**src/rtl/indikator2_pkg.sv**
```systemverilog
// Shared definitions for the MAX7219 serial driver: register map, state encodings
// and the power-up configuration sequence.
package indikator2_pkg;

  localparam logic [7:0] REG_DIGIT0    = 8'h01;
  localparam logic [7:0] REG_DECODE    = 8'h09;
  localparam logic [7:0] REG_INTENSITY = 8'h0A;
  localparam logic [7:0] REG_SCANLIM   = 8'h0B;
  localparam logic [7:0] REG_SHUTDOWN  = 8'h0C;
  localparam logic [7:0] REG_DISPTEST  = 8'h0F;

  localparam logic [2:0] NumInitFrames = 3'd5;

  typedef enum logic [1:0] {StWait, StInit, StIdle, StFrame} state_e;

  typedef enum logic [2:0] {TxIdle, TxLead, TxBits, TxTail, TxGuard} tx_state_e;

  // Configuration frame for a given sequence index; intensity is taken live.
  function automatic logic [15:0] init_word(input logic [2:0] idx, input logic [3:0] level);
    logic [15:0] w;
    case (idx)
      3'd0:    w = {REG_SHUTDOWN, 8'h01};
      3'd1:    w = {REG_DECODE, 8'hFF};
      3'd2:    w = {REG_SCANLIM, 8'h07};
      3'd3:    w = {REG_INTENSITY, 4'h0, level};
      default: w = {REG_DISPTEST, 8'h00};
    endcase
    return w;
  endfunction

endpackage

```
**src/rtl/spi_tx16.sv**
```systemverilog
// 16-bit SPI frame shifter: one lead cycle, 16 two-cycle bits, one tail cycle,
// then a two-cycle chip-select-high guard before it accepts the next start.
module spi_tx16
  import indikator2_pkg::*;
(
  input  logic        clk_in,
  input  logic        init_n,
  input  logic        start,
  input  logic [15:0] word,
  output logic        busy,
  output logic        SPI_MOSI,
  output logic        SPI_CLK,
  output logic        SPI_CS
);

  tx_state_e   state_q;
  logic [15:0] word_q;
  logic [3:0]  bit_q;
  logic        phase_q;
  logic        cs_q, sclk_q, mosi_q;

  always_ff @(posedge clk_in) begin
    if (!init_n) begin
      state_q <= TxIdle;
      word_q  <= '0;
      bit_q   <= '0;
      phase_q <= 1'b0;
      cs_q    <= 1'b1;
      sclk_q  <= 1'b0;
      mosi_q  <= 1'b0;
    end else begin
      unique case (state_q)
        TxIdle: begin
          if (start) begin
            word_q  <= word;
            cs_q    <= 1'b0;
            mosi_q  <= word[15];
            state_q <= TxLead;
          end
        end
        TxLead: begin
          bit_q   <= 4'd15;
          phase_q <= 1'b0;
          state_q <= TxBits;
        end
        TxBits: begin
          if (!phase_q) begin
            sclk_q  <= 1'b1;
            phase_q <= 1'b1;
          end else begin
            sclk_q  <= 1'b0;
            phase_q <= 1'b0;
            if (bit_q == 4'd0) begin
              state_q <= TxTail;
            end else begin
              bit_q  <= bit_q - 4'd1;
              mosi_q <= word_q[bit_q - 4'd1];
            end
          end
        end
        TxTail: begin
          cs_q    <= 1'b1;
          mosi_q  <= 1'b0;
          phase_q <= 1'b0;
          state_q <= TxGuard;
        end
        TxGuard: begin
          phase_q <= 1'b1;
          if (phase_q) state_q <= TxIdle;
        end
        default: state_q <= TxIdle;
      endcase
    end
  end

  assign busy     = (state_q != TxIdle);
  assign SPI_MOSI = mosi_q;
  assign SPI_CLK  = sclk_q;
  assign SPI_CS   = cs_q;

endmodule

```
**src/rtl/indikator2.sv**
```systemverilog
// MAX7219 driver top: power-up delay, configuration sequence, then digit writes
// and intensity updates turned into SPI frames.
module indikator2
  import indikator2_pkg::*;
#(
  parameter int unsigned CLK_FREQ = 1_250_000
) (
  input  logic       clk_in,
  input  logic       init_n,
  input  logic [3:0] data,
  input  logic [4:0] position,
  input  logic       wrn,
  input  logic [3:0] intensity,
  output logic       SPI_MOSI,
  output logic       SPI_CLK,
  output logic       SPI_CS,
  output logic       test_out
);

  localparam int unsigned DelayCycles = CLK_FREQ / 1000;
  localparam int unsigned DelayW      = $clog2(DelayCycles + 1);
  localparam logic [DelayW-1:0] DelayLoad = DelayW'(DelayCycles);

  state_e            state_q;
  logic [DelayW-1:0] dly_q;
  logic [2:0]        init_idx_q;
  logic              start_q;
  logic [15:0]       word_q;
  logic [3:0]        last_int_q;
  logic              buf_valid_q;
  logic [15:0]       buf_word_q;
  logic              tx_busy;

  always_ff @(posedge clk_in) begin
    if (!init_n) begin
      state_q     <= StWait;
      dly_q       <= DelayLoad;
      init_idx_q  <= '0;
      start_q     <= 1'b0;
      word_q      <= '0;
      last_int_q  <= '0;
      buf_valid_q <= 1'b0;
      buf_word_q  <= '0;
    end else begin
      start_q <= 1'b0;
      unique case (state_q)
        StWait: begin
          if (dly_q == '0) begin
            state_q    <= StInit;
            init_idx_q <= '0;
          end else begin
            dly_q <= dly_q - DelayW'(1);
          end
        end
        StInit: begin
          start_q    <= 1'b1;
          word_q     <= init_word(init_idx_q, intensity);
          if (init_idx_q == 3'd3) last_int_q <= intensity;
          init_idx_q <= init_idx_q + 3'd1;
          state_q    <= StFrame;
        end
        StIdle: begin
          // Pending digit write has priority over an intensity change.
          if (buf_valid_q) begin
            start_q     <= 1'b1;
            word_q      <= buf_word_q;
            buf_valid_q <= 1'b0;
            state_q     <= StFrame;
          end else if (intensity != last_int_q) begin
            start_q    <= 1'b1;
            word_q     <= {REG_INTENSITY, 4'h0, intensity};
            last_int_q <= intensity;
            state_q    <= StFrame;
          end
        end
        StFrame: begin
          // start_q is still high in the cycle before the shifter reports busy.
          if (!start_q && !tx_busy) begin
            state_q <= (init_idx_q < NumInitFrames) ? StInit : StIdle;
          end
        end
        default: state_q <= StWait;
      endcase

      // Placed last so a fresh write overrides the buffer clear in StIdle.
      if (!wrn && (position < 5'd8)) begin
        buf_valid_q <= 1'b1;
        buf_word_q  <= {REG_DIGIT0 + {5'b0, position[2:0]}, 4'h0, data};
      end
    end
  end

  spi_tx16 u_tx (
    .clk_in   (clk_in),
    .init_n   (init_n),
    .start    (start_q),
    .word     (word_q),
    .busy     (tx_busy),
    .SPI_MOSI (SPI_MOSI),
    .SPI_CLK  (SPI_CLK),
    .SPI_CS   (SPI_CS)
  );

  assign test_out = (state_q == StInit) || (state_q == StFrame) || start_q || tx_busy ||
                    buf_valid_q || ((state_q == StIdle) && (intensity != last_int_q));

endmodule

```
**config.mk**
```make
export PLATFORM = sky130hd
export DESIGN_NAME = indikator2
export DESIGN_NICKNAME = d
export VERILOG_FILES = /design/src/rtl/indikator2_pkg.sv /design/src/rtl/spi_tx16.sv /design/src/rtl/indikator2.sv
export SDC_FILE = /design/constraint.sdc
export NUM_CORES = 1
export LEC_CHECK = 0
export ABC_AREA = 1
export CAP_MARGIN = 20
export CORE_MARGIN = 2
export CORE_UTILIZATION = 42
export CTS_CLUSTER_DIAMETER = 120
export CTS_CLUSTER_SIZE = 16
export DETAILED_ROUTE_END_ITERATION = 10
export SYNTH_ARGS = -nofsm -noshare
export SYNTH_HDL_FRONTEND = slang
export SYNTH_HIERARCHICAL = 1
export SYNTH_SLANG_ARGS = --single-unit
```
**constraint.sdc**
```tcl
create_clock -name clk_in -period 1.64 [get_ports clk_in]
set_input_delay 0.328 -clock clk_in [delete_from_list [all_inputs] [get_ports clk_in]]
set_output_delay 0.328 -clock clk_in [all_outputs]
set_load 0.005 [all_outputs]
```
==> results_dict.tcl <==
set metrics [dict create \
    required_ns 1.31 \
    grt_max_degree 34 \
    powerDensity_nw_per_um2 832.5 \
    gp_congestion 0.8034 \
    synth-async-reset-ratio_pct 0 \
    cts.sink_count 66 \
    grt_util_all_layers_pct 18.51 \
    outcome "finished, violations left" \
    grt_pass1_vias 3093 \
    globalRoute.totalOverflow 0 \
    holdWs_ns 0.4483 \
    die-area_um2 9231 \
    endpoint_kind "output port" \
    core_area_um2 8217 \
    fin_ws_ns -0.003670 \
    place.detailed.hpwl_um 5705 \
    crit_path_start_kind "register" \
    worst-endpoint-arrival_ns 1.32 \
    switching_share_pct 28.44 \
    fin_crit_sh_pct 100.2 \
    worst_setup_hold_path_clk_slew_ns 0.08 \
    post_synth_main_area_contributors "dfxtp_1 37%, nand2_1 10%, inv_1 7.4%" \
    yosys_warnings 6 \
    dr_total_vias 3325 \
    rows 33 \
    grt_antenna_before_repair 0 \
    clock-skew-final_ns 0.005755 \
    remaining_drc_errors 0 \
    yosysTopAreaCell "dfxtp_1" \
    wirelength_um 7788 \
    failed_checks "setup timing" \
    max-cap-violations 0 \
    seq_power_share_pct 46.1 \
    worstSkewPairLatency_ns 0.34 \
    p_leak_uw 0.001945 \
    number_of_levels_the_h_tree_was_split_into 3 \
    synth.ff_latch_count 66 \
    place.port_buffers 19 \
    detailedPlace.worstSlack_ns -0.4781 \
    grt_pass1_wl_um 13500 \
    synth.avg_cell_area_um2 6.848 \
    cts_tree "done" \
    detail-route-antenna-nets 0 \
    synth.yosys.seq_area_share_pct 37.10 \
    detail_route.vias_per_cell 4.805 \
    post_synth_most_frequent_cells "98 x nand2_1, 70 x inv_1, 66 x dfxtp_1, 64 x nor2_1, 49 x a21oi_1" \
    critical_path_peak_fanout 4 \
    wire_per_inst_um 11.25 \
    synth_area_um2 3561 \
    number_of_clock_buffers_inserted_by_tritoncts 9 \
    count_of_flip_flops_with_a_built_in_enable_after_synthesis 0 \
    cell_internal_power_uw 2640 \
    die_height_um 96.08 \
    worstHoldPathType "register to register" \
    synth_cells 520 \
    max-clock-path-buffers 2 \
    post_route_cells_drive_above_1_share_pct 20.78 \
    ys_types 35 \
    initial_utilization_pct 43.34 \
    synth_top_cell_area_share_pct 37.10 \
    postCtsHoldBufs 0 \
    io_pins 20 \
    timing.final.crit_period_ns 1.644 \
    worst_r2r_path_depth 9 \
    diode_count 0 \
    die_w_um 96.08 \
    setup.worst_path.class "register to output port" \
    synth_ff_type "dfxtp_1" \
    firstDrtPassIters 4 \
    hold_depth 2 \
    grt_setup_unrepaired "true" \
    synth.most_common_cell "nand2_1" \
    share_clk_of_total_power_pct 36.7 \
    ir_worst_vdd_uv 360.5 \
    first_iter_violations 118 \
    setup_tns_ns -0.003670 \
    pwr-share-comb_pct 17.2 \
    fmax_mhz 608.4 \
    timing.final.max_slew_violations 0 \
    hold_violation_count_in_the_final_report 0 \
    setup_violations 1 \
    syn2layout_area_growth_pct 24.46 \
    p_switching_uw 1049 \
    layout.nets 612 \
    clock-root-buffer "clkbuf_8" \
]
## metrics by stage
| stage | total power [uW] | cell area [um2] | util (%) | cells |
|---|---|---|---|---|
| finish | 3690 | 4432 | 53.94 | 692 |
| global route | 3889 | 4432 | 53.94 | 692 |
| CTS | 3709 | 4360 | 53.07 | 691 |
| detailed placement | 2339 | 4139 | 50.37 | 673 |
| global placement | 2333 | 4139 | 50.37 | 673 |
| floorplan | 2125 | 3576 | - | 524 |
## cell families (layout without fill, tap and decap cells)
logic type / after synthesis / count (layout) / share of synthesized area (%)
other cells: 1 / 5 / 0.1053
compound gates: 105 / 105 / 15.92
simple gates: 237 / 237 / 30.43
fa+ha+maj: 14 / 14 / 4.919
flops: 66 / 66 / 37.10
xor+xnor: 3 / 3 / 0.7380
buf+inv: 94 / 157 / 10.79
## critical path, stage by stage (launching register included)
cell and delay, ns:
dfxtp_2 0.36, inv_1 0.06, ha_2 0.18, nor3_2 0.17
nand3_2 0.08, buf_2 0.13
## power by group through the flow
stage	Sequential [uW]	Clock, uW	Combinational [uW]
3_3_place_gp	1730	0	600
5_1_grt	1710	1460	718
4_1_cts	1700	1390	617
3_5_place_dp	1730	0	604
2_1_floorplan	1730	0	397
6_report	1700	1350	634
## per-layer routing
layer | global-route usage, % | part of all wire [%]
met1 | 24.33 | 49
met2 | 30.27 | 47
met3 | 3.289 | 3.0
met4 | 6.786 | 1.2
met5 | 0 | 0
## worst paths after layout
kind	slack [ns]	startpoint	to
max	-0.004	state_q[1]	test_out
min	0.45	u_tx/word_q[8]	u_tx/word_q[8]
max reg2reg	0.12	init_idx_q[0]	word_q[1]
min reg2reg	0.45	u_tx/word_q[8]	u_tx/word_q[8]
## timing repair
action / in CTS / in global routing
setup endpoints to repair: 5 / 23
pin swaps: 4 / 15
buffers inserted: 2 / 1
gates resized for setup: 18 / 31
## registers in the layout, summed over array words and instances (netlist names)
register	count
start_q	1
u_tx/SPI_CS	1
buf_word_q	8
u_tx/bit_q	4
u_tx/SPI_CLK	1
u_tx/state_q	3
last_int_q	4
init_idx_q	3
word_q	9
u_tx/word_q	16
state_q	2
u_tx/SPI_MOSI	1
dly_q	11
buf_valid_q	1
u_tx/phase_q	1
## area by class of cell
type	instances	area, um2
Fill cell	825	3785
Tap cell	105	131.4
Clock inverter	7	70.07
Timing Repair Buffer	63	546.8
Clock buffer	9	123.9
Inverter	78	295.3
Sequential cell	66	1335
Multi-Input combinational cell	364	1929
## placed cells by master (no fill, tap or decap), drive strengths merged
cell type	netlist	final
ha	14	14
clkbuf	5	9
dlygate4sd2	0	4
and3	1	1
a21boi	2	2
xnor2	1	1
o22ai	2	2
bufinv	0	1
nand3	50	50
nand4	4	4
o21ai	48	48
nor3	4	4
conb	1	5
buf	11	45
a31oi	1	1
a211oi	1	1
clkinv	1	5
inv	77	78
nor2	75	75
clkinvlp	0	1
nand3b	1	1
xor2	2	2
clkdlybuf4s50	0	14
dfxtp	66	66
a21oi	51	51
nand2	102	102
Note: power is estimated with default switching activity, not from simulation.
